===== src/rtl/music_pkg.sv =====
// Shared definitions for the music sequencer control path and its datapath/VGA neighbours.
package music_pkg;

   localparam int NUM_SLOTS          = 16;
   localparam int NOTE_TICKS_DEFAULT = 12500000;

   localparam logic [2:0] COLOR_RED    = 3'b100;
   localparam logic [2:0] COLOR_YELLOW = 3'b110;

   typedef logic [2:0] seq_state_t;

   localparam seq_state_t S_IDLE      = 3'd0;
   localparam seq_state_t S_REC_WAIT  = 3'd1;
   localparam seq_state_t S_REC_WRITE = 3'd2;
   localparam seq_state_t S_REC_GAP   = 3'd3;
   localparam seq_state_t S_PLAY_STEP = 3'd4;
   localparam seq_state_t S_PLAY_HOLD = 3'd5;

   function automatic logic is_rec_state(input seq_state_t s);
      return (s == S_REC_WAIT) || (s == S_REC_WRITE) || (s == S_REC_GAP);
   endfunction

   function automatic logic is_play_state(input seq_state_t s);
      return (s == S_PLAY_STEP) || (s == S_PLAY_HOLD);
   endfunction

endpackage


===== src/rtl/note_timer.sv =====
// Note duration counter: holds 0 while clr_i is high, counts up otherwise.
// tc_o flags the terminal count NOTE_TICKS-2, one cycle before the next note boundary.
module note_timer #(
   parameter int TICK_W     = 32,
   parameter int NOTE_TICKS = 12500000
) (
   input  logic clk,
   input  logic reset,
   input  logic clr_i,
   output logic tc_o
);

   localparam logic [TICK_W-1:0] TERM = TICK_W'(NOTE_TICKS - 2);

   logic [TICK_W-1:0] tick_q, tick_d;

   always_comb begin
      tick_d = clr_i ? '0 : tick_q + TICK_W'(1);
   end

   always_ff @(posedge clk) begin
      if (!reset) tick_q <= '0;
      else        tick_q <= tick_d;
   end

   assign tc_o = (tick_q == TERM);

endmodule


===== src/rtl/music_sequencer.sv =====
// Record/playback control FSM for the note datapath; all outputs registered from next state.
// Build option MUSIC_SEQ_LOOP_EN: playback wraps to the first note until stopped.
module music_sequencer
   import music_pkg::*;
#(
   parameter int NOTE_TICKS = NOTE_TICKS_DEFAULT,
   parameter int TICK_W     = 32
) (
   input  logic       clk,
   input  logic       reset,
   input  logic       rec_btn,
   input  logic       play_btn,
   input  logic       stop_btn,
   input  logic       note_valid,
   output logic       ld_note,
   output logic       ld_play,
   output logic [3:0] note_counter,
   output logic       display_note,
   output logic       next_note_en,
   output logic [4:0] note_count,
   output logic       recording,
   output logic       playing,
   output logic       full
);

   seq_state_t state_q, state_d;
   logic [4:0] note_count_q, note_count_d;
   logic [3:0] note_counter_q, note_counter_d;
   logic       ld_note_q, ld_play_q, display_note_q, next_note_en_q;
   logic       recording_q, playing_q, full_q;
   logic       tc;
   logic       full_now;
   logic       last_note;

   note_timer #(.TICK_W(TICK_W), .NOTE_TICKS(NOTE_TICKS)) u_timer (
      .clk   (clk),
      .reset (reset),
      .clr_i (state_q != S_PLAY_HOLD),
      .tc_o  (tc)
   );

   assign full_now  = (note_count_q == 5'(NUM_SLOTS));
   assign last_note = ({1'b0, note_counter_q} == (note_count_q - 5'd1));

   always_comb begin
      state_d        = state_q;
      note_count_d   = note_count_q;
      note_counter_d = note_counter_q;
      case (state_q)
         S_IDLE: begin
            if (stop_btn) begin
               state_d = S_IDLE;
            end else if (rec_btn) begin
               state_d = S_REC_WAIT;
            end else if (play_btn && (note_count_q != 5'd0)) begin
               state_d        = S_PLAY_STEP;
               note_counter_d = 4'd0;
            end
         end
         S_REC_WAIT: begin
            if (stop_btn) begin
               state_d = S_IDLE;
            end else if (note_valid && !full_now) begin
               state_d      = S_REC_WRITE;
               note_count_d = note_count_q + 5'd1;
            end
         end
         S_REC_WRITE: state_d = S_REC_GAP;
         // The gap cycle guarantees the datapath write enable drops between entries.
         S_REC_GAP:   state_d = full_now ? S_IDLE : S_REC_WAIT;
         S_PLAY_STEP: begin
            if (stop_btn) begin
               state_d        = S_IDLE;
               note_counter_d = 4'd0;
            end else begin
               state_d = S_PLAY_HOLD;
            end
         end
         S_PLAY_HOLD: begin
            if (stop_btn) begin
               state_d        = S_IDLE;
               note_counter_d = 4'd0;
            end else if (tc) begin
               note_counter_d = last_note ? 4'd0 : note_counter_q + 4'd1;
`ifdef MUSIC_SEQ_LOOP_EN
               state_d        = S_PLAY_STEP;
`else
               state_d        = last_note ? S_IDLE : S_PLAY_STEP;
`endif
            end
         end
         default: begin
            state_d        = S_IDLE;
            note_counter_d = 4'd0;
         end
      endcase
   end

   always_ff @(posedge clk) begin
      if (!reset) begin
         state_q        <= S_IDLE;
         note_count_q   <= 5'd0;
         note_counter_q <= 4'd0;
         ld_note_q      <= 1'b0;
         ld_play_q      <= 1'b0;
         display_note_q <= 1'b0;
         next_note_en_q <= 1'b0;
         recording_q    <= 1'b0;
         playing_q      <= 1'b0;
         full_q         <= 1'b0;
      end else begin
         state_q        <= state_d;
         note_count_q   <= note_count_d;
         note_counter_q <= note_counter_d;
         ld_note_q      <= (state_d == S_REC_WRITE);
         ld_play_q      <= is_play_state(state_d);
         display_note_q <= (state_d == S_REC_WRITE) || (state_d == S_PLAY_STEP);
         next_note_en_q <= (state_d == S_PLAY_STEP);
         recording_q    <= is_rec_state(state_d);
         playing_q      <= is_play_state(state_d);
         full_q         <= (note_count_d == 5'(NUM_SLOTS));
      end
   end

   assign ld_note      = ld_note_q;
   assign ld_play      = ld_play_q;
   assign note_counter = note_counter_q;
   assign display_note = display_note_q;
   assign next_note_en = next_note_en_q;
   assign note_count   = note_count_q;
   assign recording    = recording_q;
   assign playing      = playing_q;
   assign full         = full_q;

endmodule


===== config.mk =====
export PLATFORM = sky130hd
export DESIGN_NAME = music_sequencer
export DESIGN_NICKNAME = d
export VERILOG_FILES = /design/src/rtl/music_pkg.sv /design/src/rtl/note_timer.sv /design/src/rtl/music_sequencer.sv
export SDC_FILE = /design/constraint.sdc
export NUM_CORES = 1
export LEC_CHECK = 0
export ABC_AREA = 0
export CAP_MARGIN = 5
export CORE_MARGIN = 2
export CORE_UTILIZATION = 55
export DETAILED_ROUTE_END_ITERATION = 8
export MAX_ROUTING_LAYER = met4
export PLACE_DENSITY = 0.76
export SLEW_MARGIN = 20
export SYNTH_ARGS = -nofsm -noshare
export SYNTH_HDL_FRONTEND = slang
export SYNTH_SLANG_ARGS = --single-unit

===== constraint.sdc =====
create_clock -name clk -period 2.6 [get_ports clk]
set_clock_uncertainty 0.2 [all_clocks]
set_input_delay 0.52 -clock clk [delete_from_list [all_inputs] [get_ports clk]]
set_output_delay 0.52 -clock clk [all_outputs]
set_load 0.02 [all_outputs]

==> impl_metrics.env, run 1 <==
export IMPL_result_of_the_run="finished clean"
export IMPL_sum_of_negative_setup_slack_ps=0
export IMPL_first_global_vias=1921
export IMPL_worst_path_max_fanout=9
export IMPL_yosys_mux_area_fraction_pct=0.381
export IMPL_final_nets=320
export IMPL_whs_path_depth=1
export IMPL_fmaxAchievable_mhz=440
export IMPL_synth_compound_area_share_pct=10.0
export IMPL_synth_cell_area_sq_mm=0.00263
export IMPL_dp_final_hpwl_um=3520
export IMPL_cp_arrival_ps=1550
export IMPL_routabilityCongestion=0.869
export IMPL_pwr_density_cell_mw_per_mm2=501
export IMPL_n_antenna_cell=0
export IMPL_setup_worst_path_end_class="output port"
export IMPL_cp_num_buf_inv=1
export IMPL_wl_per_cell_um=13.3
export IMPL_synth_edff_count=0
export IMPL_detail_route_wirelength_um=4840
export IMPL_fillerInstances=408
export IMPL_synth_top_cell_area_share_pct=38.1
export IMPL_yosysTopAreaCell="sky130_fd_sc_hd__dfxtp_1"
export IMPL_ir_worst_vdd_mv=0.286
export IMPL_drt_vias_per_instance=5.70
export IMPL_post_synth_simple_gate_area_pct=32.1
export IMPL_syn_to_final_growth_pct=13.9
export IMPL_drc=0
export IMPL_synthFlopType="sky130_fd_sc_hd__dfxtp_1"
export IMPL_floorplan_die_area_sq_mm=0.00535
export IMPL_cts_reportedPaths_clkPinSlew_ps=100
export IMPL_path_cells="clkdlybuf4s50_1"
export IMPL_ys_seq_area_share_pct=38.1
export IMPL_final_setup_viol_count=0
export IMPL_drt_initial_drc_count=51
export IMPL_finalHoldViolCount=0
export IMPL_tritoncts="built"
export IMPL_synth_xor_area_share_pct=12.0
export IMPL_required_ps=1880
export IMPL_globalRouteOverflowTotal=0
export IMPL_ff_latch_area_sq_mm=0.00100
export IMPL_cts_hold_buffers_added=0
export IMPL_final_setup_worst_slack_ps=330
export IMPL_final_cell_count_no_fill=364
export IMPL_critical_path_slowest_cell="sky130_fd_sc_hd__clkdlybuf4s50_1"
export IMPL_worst_hold_slack_ps=283
export IMPL_die_height_um=73.2
export IMPL_fraction_of_registers_with_async_set_or_reset_after_synthesis_pct=0
export IMPL_min_path_type="flip-flop to flip-flop"
export IMPL_starting_density_of_the_core_pct=56.4
export IMPL_synthTopCellsByArea="sky130_fd_sc_hd__dfxtp_1, sky130_fd_sc_hd__xor2_1, sky130_fd_sc_hd__nor2_1"
export IMPL_r2r_worst_path_cells=7
export IMPL_cts_setup_buffers=0
export IMPL_clock_sinks=50
export IMPL_min_to="u_timer.tick_q[0]"
export IMPL_worstHoldStart="u_timer.tick_q[0]"
export IMPL_drt_pass1_iter_count=4
export IMPL_cts_root_buf="sky130_fd_sc_hd__clkbuf_8"
export IMPL_synth_cell_type_count=57
export IMPL_worst_r2r_endpoint="note_counter[1]"
export IMPL_final_core_utilization_pct=64.3
export IMPL_headroom_to_the_max_slew_limit_pct=66.5
export IMPL_htree_num_levels=2
export IMPL_cts_path_max_buffers=2
export IMPL_synth_yosys_warnings=0
export IMPL_slew_violations=0
export IMPL_synth_net_count=303
export IMPL_synth_top_family_by_area="simple AND/OR/NAND/NOR gates"
export IMPL_syn_instance_count=292
export IMPL_synth_ff_latch_count=50
export IMPL_worstSetupPathType="flip-flop to output port"
export IMPL_drt_antenna_violating_nets=0
export IMPL_max_slew_worst_pin_slew_ps=500
export IMPL_final_layout_size_suffix_gt1_share_pct=9.35
export IMPL_core_area_sq_mm=0.00466
export IMPL_critical_path_top_delay_family="buffers and inverters"
export IMPL_dr_total_vias=2073
export IMPL_r2r_slack_ps=360
export IMPL_total_leakage_power_nw=1.07
export IMPL_rows=25
export IMPL_synth_adder_area_share_pct=2.38
export IMPL_max_stage_delay_ps=680
export IMPL_placedCellCount=356
export IMPL_fp_dieW_um=73.2
export IMPL_syn_area_per_cell_sq_um=9.01
export IMPL_grt_pass1_wl_um=8290
export IMPL_timing_final_crit_period_ps=2270
export IMPL_insertion_delay_ps=310
export IMPL_post_cts_resized_instances=0
export IMPL_grt_start_max_net_pins=33
export IMPL_antenna_violations_before_repair=0
export IMPL_max_cap_viols=0
export IMPL_cts_inserted_buffers=5
export IMPL_gr_usage_all_layers_pct=20.1
export IMPL_multiInputGateArea_sq_mm=0.00150
export IMPL_place_worst_setup_slack_ps=122
export IMPL_timing_critical_path_from_type="flip-flop"
export IMPL_buffer_ports_inserted=21
export IMPL_rsz0062_at_grt="no"
export IMPL_pin_count=22
export IMPL_critical_path_reg2reg_startpoint="note_count[1]"
export IMPL_layout_worst_path_cycle_share_pct=87.3
[cell families (layout without fill, tap and decap cells)]
logic type | after synthesis | count (layout)
buffers and inverters | 27 | 45
DFF | 50 | 50
and+or+nand+nor | 143 | 143
xor gates and xnor gates | 36 | 36
muxes | 1 | 1
AOI/OAI and AO/OA | 30 | 30
adders and majority gates | 5 | 5
[Yosys cell counts, types with 2 or more instances]
master / n
sky130_fd_sc_hd__or3_1: 5
sky130_fd_sc_hd__buf_2: 4
sky130_fd_sc_hd__nor3_1: 3
sky130_fd_sc_hd__nor2b_1: 3
sky130_fd_sc_hd__buf_4: 3
sky130_fd_sc_hd__and4_1: 7
sky130_fd_sc_hd__clkbuf_1: 7
sky130_fd_sc_hd__nand4_1: 14
sky130_fd_sc_hd__o311ai_4: 2
sky130_fd_sc_hd__and2_1: 4
sky130_fd_sc_hd__xor2_1: 25
sky130_fd_sc_hd__o21ai_0: 5
sky130_fd_sc_hd__nand3b_1: 3
sky130_fd_sc_hd__or2_1: 2
sky130_fd_sc_hd__a21oi_1: 6
sky130_fd_sc_hd__nand2_1: 17
sky130_fd_sc_hd__nand3_1: 13
sky130_fd_sc_hd__buf_6: 2
sky130_fd_sc_hd__nand2b_1: 4
sky130_fd_sc_hd__nor2_1: 42
sky130_fd_sc_hd__o22ai_1: 2
sky130_fd_sc_hd__xnor2_1: 11
sky130_fd_sc_hd__nor4_1: 6
sky130_fd_sc_hd__nor4b_4: 2
sky130_fd_sc_hd__inv_1: 10
sky130_fd_sc_hd__dfxtp_1: 50
sky130_fd_sc_hd__ha_1: 5
sky130_fd_sc_hd__and3_1: 6
[worst max-delay path by stage]
stage,from,endpoint,cells after the start
6_report,note_count[3],note_count[3],1
4_1_cts,note_count[3],note_count[3],1
5_1_grt,note_count[1],recording,7
3_3_place_gp,stop_btn,full,6
3_5_place_dp,stop_btn,note_counter[1],6
2_1_floorplan,note_count[0],display_note,8
[registers in the layout, summed over array words and instances (netlist names)]
name            count
u_timer.tick_q     32
ld_note             1
full                1
recording           1
display_note        1
playing             1
state_q             3
next_note_en        1
note_count          5
note_counter        4
[stage by stage]
step	total power, mW	instance area (sq um)
after floorplan	0.831	2630
after global placement	0.852	2850
after detailed placement	0.853	2850
after CTS	1.51	3000
after global routing	1.55	3000
final	1.50	3000
[final cells by class]
class	count	area share (%)
clock buffers	6	2.76
repair buffers	26	8.27
clock inverters	2	2.00
multi-input cells	215	49.9
flip-flops and latches	50	33.4
well taps	54	2.25
inverters	11	1.38
[power breakdown]
part	total, mW	internal (mW)	switching (mW)
registers	0.775	0.770	0.00498
logic	0.0597	0.0287	0.0309
clock network	0.665	0.410	0.255
[per-layer routing]
metal | up-vias | GRT usage [%] | routed length, um
li1 | 1055 | - | -
met4 | 0 | 7.20 | 104
met2 | 29 | 33.8 | 2370
met3 | 10 | 4.83 | 157
met1 | 979 | 23.3 | 2200
met5 | - | - | 0
[layout by cell type (no fill, tap or decap), types with 2 or more instances in the layout]
| master | n |
|---|---|
| sky130_fd_sc_hd__bufinv_16 | 2 |
| sky130_fd_sc_hd__or3_1 | 5 |
| sky130_fd_sc_hd__nand3_1 | 13 |
| sky130_fd_sc_hd__inv_1 | 10 |
| sky130_fd_sc_hd__and4_1 | 7 |
| sky130_fd_sc_hd__nor4_1 | 6 |
| sky130_fd_sc_hd__and3_1 | 6 |
| sky130_fd_sc_hd__nand4_1 | 14 |
| sky130_fd_sc_hd__nand3b_1 | 3 |
| sky130_fd_sc_hd__ha_1 | 5 |
| sky130_fd_sc_hd__xnor2_1 | 11 |
| sky130_fd_sc_hd__or2_1 | 2 |
| sky130_fd_sc_hd__o21ai_0 | 5 |
| sky130_fd_sc_hd__clkdlybuf4s50_1 | 21 |
| sky130_fd_sc_hd__nand2_1 | 17 |
| sky130_fd_sc_hd__nor2b_1 | 3 |
| sky130_fd_sc_hd__nor2_1 | 42 |
| sky130_fd_sc_hd__nand2b_1 | 4 |
| sky130_fd_sc_hd__o311ai_4 | 2 |
| sky130_fd_sc_hd__a21oi_1 | 6 |
| sky130_fd_sc_hd__buf_4 | 5 |
| sky130_fd_sc_hd__and2_1 | 4 |
| sky130_fd_sc_hd__o22ai_1 | 2 |
| sky130_fd_sc_hd__nor3_1 | 3 |
| sky130_fd_sc_hd__dfxtp_1 | 50 |
| sky130_fd_sc_hd__nor4b_4 | 2 |
| sky130_fd_sc_hd__xor2_1 | 25 |
| sky130_fd_sc_hd__clkbuf_8 | 6 |
(Power assumes the default switching activity.)
==> inputs of run 2 (changes only) <==
SLEW_MARGIN = 40   (was 20)
==> results of run 2 <==
No change in the layout: final DEF, timing and power equal those of run 1.
==> inputs of run 3 (changes only) <==
CTS_BUF_LIST = sky130_fd_sc_hd__clkbuf_8   (was not set)
==> results of run 3 <==
No change in the layout: final DEF, timing and power equal those of run 1.
